--- config.mk ---
export PLATFORM = sky130hd
export DESIGN_NAME = goldschmidt_divider
export DESIGN_NICKNAME = d
export VERILOG_FILES = /design/src/rtl/goldschmidt_divider.sv
export SDC_FILE = /design/constraint.sdc
export NUM_CORES = 1
export LEC_CHECK = 0
export BUFFER_PORTS_ARGS = -buffer_cell sky130_fd_sc_hd__clkbuf_2
export CAP_MARGIN = 25
export CORE_MARGIN = 2
export CORE_UTILIZATION = 30
export DETAILED_ROUTE_END_ITERATION = 10
export GPL_ROUTABILITY_DRIVEN = 0
export HOLD_SLACK_MARGIN = 0.12
export PLACE_DENSITY = 0.52
export SLEW_MARGIN = 10
export SYNTH_ARGS = -nofsm -noshare
export SYNTH_HDL_FRONTEND = slang
export SYNTH_SLANG_ARGS = --single-unit
--- constraint.sdc ---
create_clock -name clk -period 9.4 [get_ports clk]
set_clock_uncertainty 0.05 [all_clocks]
set_input_delay 1.88 -clock clk [delete_from_list [all_inputs] [get_ports clk]]
set_output_delay 1.88 -clock clk [all_outputs]
set_load 0.03 [all_outputs]
--- src/rtl/goldschmidt_divider.sv ---
// Iterative Goldschmidt divider: one shared WxW multiplier alternates between d and n updates.
// Optional DIVIDER_DIV0_DETECT_EN: a zero denominator short-circuits to DONE with a saturated result.
module goldschmidt_divider #(
  parameter int WIDTH = 16,
  parameter int GUARD = 3,
  parameter int ITERS = 4
) (
  input  logic             clk,
  input  logic             reset,
  input  logic             start,
  input  logic [WIDTH-1:0] N,
  input  logic [WIDTH-1:0] D,
  input  logic [WIDTH-1:0] IA,
  output logic             ready,
  output logic             valid,
  output logic [WIDTH-1:0] result,
  output logic             div0
);

  localparam int W = WIDTH + GUARD;
  localparam logic [3:0]   ITERS_C     = 4'(ITERS);
  localparam logic [W-1:0] ONE_W       = 1;
  localparam logic [W-1:0] ZERO_W      = '0;
  localparam logic [W-1:0] STICKY_MASK = (ONE_W << (GUARD - 1)) - ONE_W;

  typedef enum logic [1:0] {IDLE, MUL_D, MUL_N, DONE} state_t;

  state_t         state, state_next;
  logic [W-1:0]   n, d, k;
  logic [3:0]     cnt;
  logic [W-1:0]   mul_a;
  logic [2*W-1:0] prod;
  logic [W-1:0]   prod_rne;
  logic           accept;
  logic           last;
  logic           div0_hit;

  // Q2.(2W-2) product back to Q1.(W-1), round-to-nearest-even, saturating.
  function automatic logic [W-1:0] rne_w(input logic [2*W-1:0] p);
    logic [W:0] sum;
    logic       up;
    up  = p[W-2] & ((|p[W-3:0]) | p[W-1]);
    sum = {1'b0, p[2*W-2:W-1]} + {{W{1'b0}}, up};
    if (p[2*W-1] || sum[W]) return '1;
    return sum[W-1:0];
  endfunction

  function automatic logic [WIDTH-1:0] rne_out(input logic [W-1:0] v);
    logic [WIDTH:0] sum;
    logic           up;
    logic           sticky;
    sticky = |(v & STICKY_MASK);
    up     = v[GUARD-1] & (sticky | v[GUARD]);
    sum    = {1'b0, v[W-1:GUARD]} + {{WIDTH{1'b0}}, up};
    return sum[WIDTH] ? '1 : sum[WIDTH-1:0];
  endfunction

  always_comb begin
    mul_a    = (state == MUL_D) ? d : n;
    prod     = {{W{1'b0}}, mul_a} * {{W{1'b0}}, k};
    prod_rne = rne_w(prod);
    accept   = (state == IDLE) && start;
    last     = (cnt + 4'd1) == ITERS_C;
`ifdef DIVIDER_DIV0_DETECT_EN
    div0_hit = accept && (D == '0);
`else
    div0_hit = 1'b0;
`endif
  end

  always_ff @(posedge clk or negedge reset) begin
    if (!reset) state <= IDLE;
    else        state <= state_next;
  end

  always_comb begin
    state_next = state;
    unique case (state)
      IDLE:    if (start) state_next = div0_hit ? DONE : MUL_D;
      MUL_D:   state_next = MUL_N;
      MUL_N:   state_next = last ? DONE : MUL_D;
      DONE:    state_next = IDLE;
      default: state_next = IDLE;
    endcase
  end

  always_comb begin
    ready = (state == IDLE);
    valid = (state == DONE);
  end

  // k for the next round is 2 - d, taken from the d written in the preceding MUL_D.
  always_ff @(posedge clk or negedge reset) begin
    if (!reset) begin
      n      <= '0;
      d      <= '0;
      k      <= '0;
      cnt    <= '0;
      result <= '0;
      div0   <= 1'b0;
    end else begin
      if (accept) begin
        n    <= {N,  {GUARD{1'b0}}};
        d    <= {D,  {GUARD{1'b0}}};
        k    <= {IA, {GUARD{1'b0}}};
        cnt  <= '0;
        div0 <= div0_hit;
        if (div0_hit) result <= '1;
      end else if (state == MUL_D) begin
        d <= prod_rne;
      end else if (state == MUL_N) begin
        n   <= prod_rne;
        k   <= ZERO_W - d;
        cnt <= cnt + 4'd1;
        if (last) result <= rne_out(prod_rne);
      end
    end
  end

endmodule
==> flow_summary.ini <==
[yosys]
yosys_warnings = 0
synth_area_leaders = fa_1 (33%), dfrtp_1 (11%), ha_1 (8.9%)
synth_ff_type = dfrtp_1
synth_cell_type_count = 87
seq_area_frac_synth = 0.112
synth_commonest_cells = inv_1 (360), nand2_1 (344), fa_1 (288)
postSynthCellCount = 2117
synth_seq_cells = 79
yosysMostFrequentCell = inv_1
syn_nets = 2582
synth_top_area_frac = 0.326
synth_area_um2 = 17700
yosysTopAreaCell = fa_1
synth-edff-count = 0
synthArstFlopShare = 1.00
avgSynthCellArea_um2 = 8.35

[setup_path]
path_class = flop to flop
r2r_slack_ns = 0.48
arrival_ns = 9.12
worst-path-max-fanout = 16
cp.required_ns = 9.60
reg2reg_from = state[1]
path_common_cell = fa_1
slowest_stage = or4_4
rr_endpoint = result[13]
reg2regPathDepth = 31
cp_slowest_stage_delay_ns = 0.62
worstSetupEndpointType = flop
crit_path_start_kind = flop

[grt]
grt_util_all_layers = 0.181
gr-total-overflow = 0
grt_pass1_wl_um = 86200
antenna_found_initial = 0
grt_max_degree = 80
grt_pass1_vias = 15300

[die]
core_area_um2 = 57900
start_util = 0.305
die_area_um2 = 60900
ios = 70
dieWidth_um = 247
rows = 88
die_h_um = 247

[hold_path]
hp-start = n[1]
worstHoldEndpoint = n[1]
min_path_type = flop to flop
whs_path_depth = 2

[route]
dr.pass1.iters = 5
vias_per_cell = 4.96
vias = 14500
routedWlPerCell_um = 18.2
drt_iter0_drc = 784
drc = 0
wirelength_um = 53400
drtAntennaViolNets = 0

[sta]
setup_viol = 0
finalCritPeriodShare = 0.949
fmax_mhz = 112
finalMaxSlewViolations = 0
worst_pin_slew_ns = 1.04
hold_viol_final = 0
min_period_ns = 8.92
tns_ns = 0
slew_headroom = 0.310
holdWs_ns = 0.438

[clocking]
cts.sinks = 79
cts-buffers-inserted = 9
cts_root_buf = clkbuf_16
cts_tree = built
cts_buffer_depth = 2
clk_latency_ns = 0.35
clk_pin_slew_ns = 0.07
htreeDepth = 3

[job]
maxCapViolations = 0

[layout]
fin_area_um2 = 19500
regArea_um2 = 1980
multiInputGateArea_um2 = 14000
area_growth_pct = 10.5
fin_cells = 2930
fill_cells = 6119
num-nets-final = 2624
drive_above_1_share = 0.106

[placed_design]
dpl_cell_area_um2 = 19100
hpwl_um = 44900
portBuffers = 68
dp.cells = 2908

[status]
status = finished clean
==> worst max-delay path by stage <==
stage / startpoint / end / slack (ns)
4_1_cts: state[1] / result[10] / 0.05
5_1_grt: state[1] / result[13] / -0.01
3_5_place_dp: state[1] / result[10] / -0.01
2_1_floorplan: state[1] / result[0] / 0.11
6_report: state[1] / result[13] / 0.48
3_3_place_gp: state[1] / result[10] / 0.16
==> area by class of cell <==
type,instances,area share
flip-flops and latches,79,0.101
diodes,1,0.000128
clock buffers,9,0.0115
well taps,765,0.0490
multi-input cells,1564,0.715
inverters,360,0.0692
repair buffers,145,0.0511
clock inverters,7,0.00288
==> cell usage in the layout, fill, tap and decap left out, drive strengths merged, types with 76 or more instances in the layout <==
master / synthesis / routed
inv: 360 / 363
fa: 288 / 288
dfrtp: 79 / 79
and2: 197 / 197
o21ai: 95 / 95
nand2: 344 / 344
ha: 126 / 126
buf: 23 / 78
clkbuf: 91 / 76
nor2: 91 / 91
a21oi: 77 / 77
==> routing by layer <==
layer,part of all wire,wire length (um),GRT usage,vias up
li1,-,-,-,6762
met1,0.46,24400,0.249,7315
met2,0.47,25000,0.300,400
met3,0.049,2600,0.0209,67
met4,0.026,1410,0.0471,0
met5,0,0,0,-
==> kinds of logic after synthesis <==
kind of cell | Yosys count | share of synthesized area
simple gates | 786 | 0.223
buf+inv | 474 | 0.104
fa+ha+maj | 414 | 0.415
compound gates | 302 | 0.114
flops | 79 | 0.112
xor+xnor | 49 | 0.0243
mux | 12 | 0.00701
other cells | 1 | 0.000212
==> state kept, by name (all words and copies together) (netlist names) <==
signal	count
k	19
cnt	4
n	19
state	2
result	16
d	19
==> timing repair <==
action                     CTS  global route
resized for setup            1            27
pin swaps                    0             3
setup buffers                0             4
setup endpoints to repair   12            24
cloned                       0             0
hold buffers                 0             0
==> worst max-delay path: cells and delay by family (launching register included) <==
kind | cells | cell delay, ns
compound gates | 7 | 1.61
fa+ha+maj | 7 | 3.45
buf+inv | 8 | 1.10
flops | 1 | 0.38
simple gates | 9 | 2.23
==> metrics by stage <==
| stage | util | setup slack (ns) |
|---|---|---|
| 3_5_place_dp | 0.329 | -0.0114 |
| 4_1_cts | 0.334 | 0.0500 |
| 5_1_grt | 0.337 | -0.0119 |
| 6_report | 0.337 | 0.476 |
| 2_1_floorplan | - | 0.110 |
| 3_3_place_gp | 0.329 | 0.161 |
Power is not shown: default switching activity piles up to over one toggle a cycle in this logic, so the estimate is an artifact.
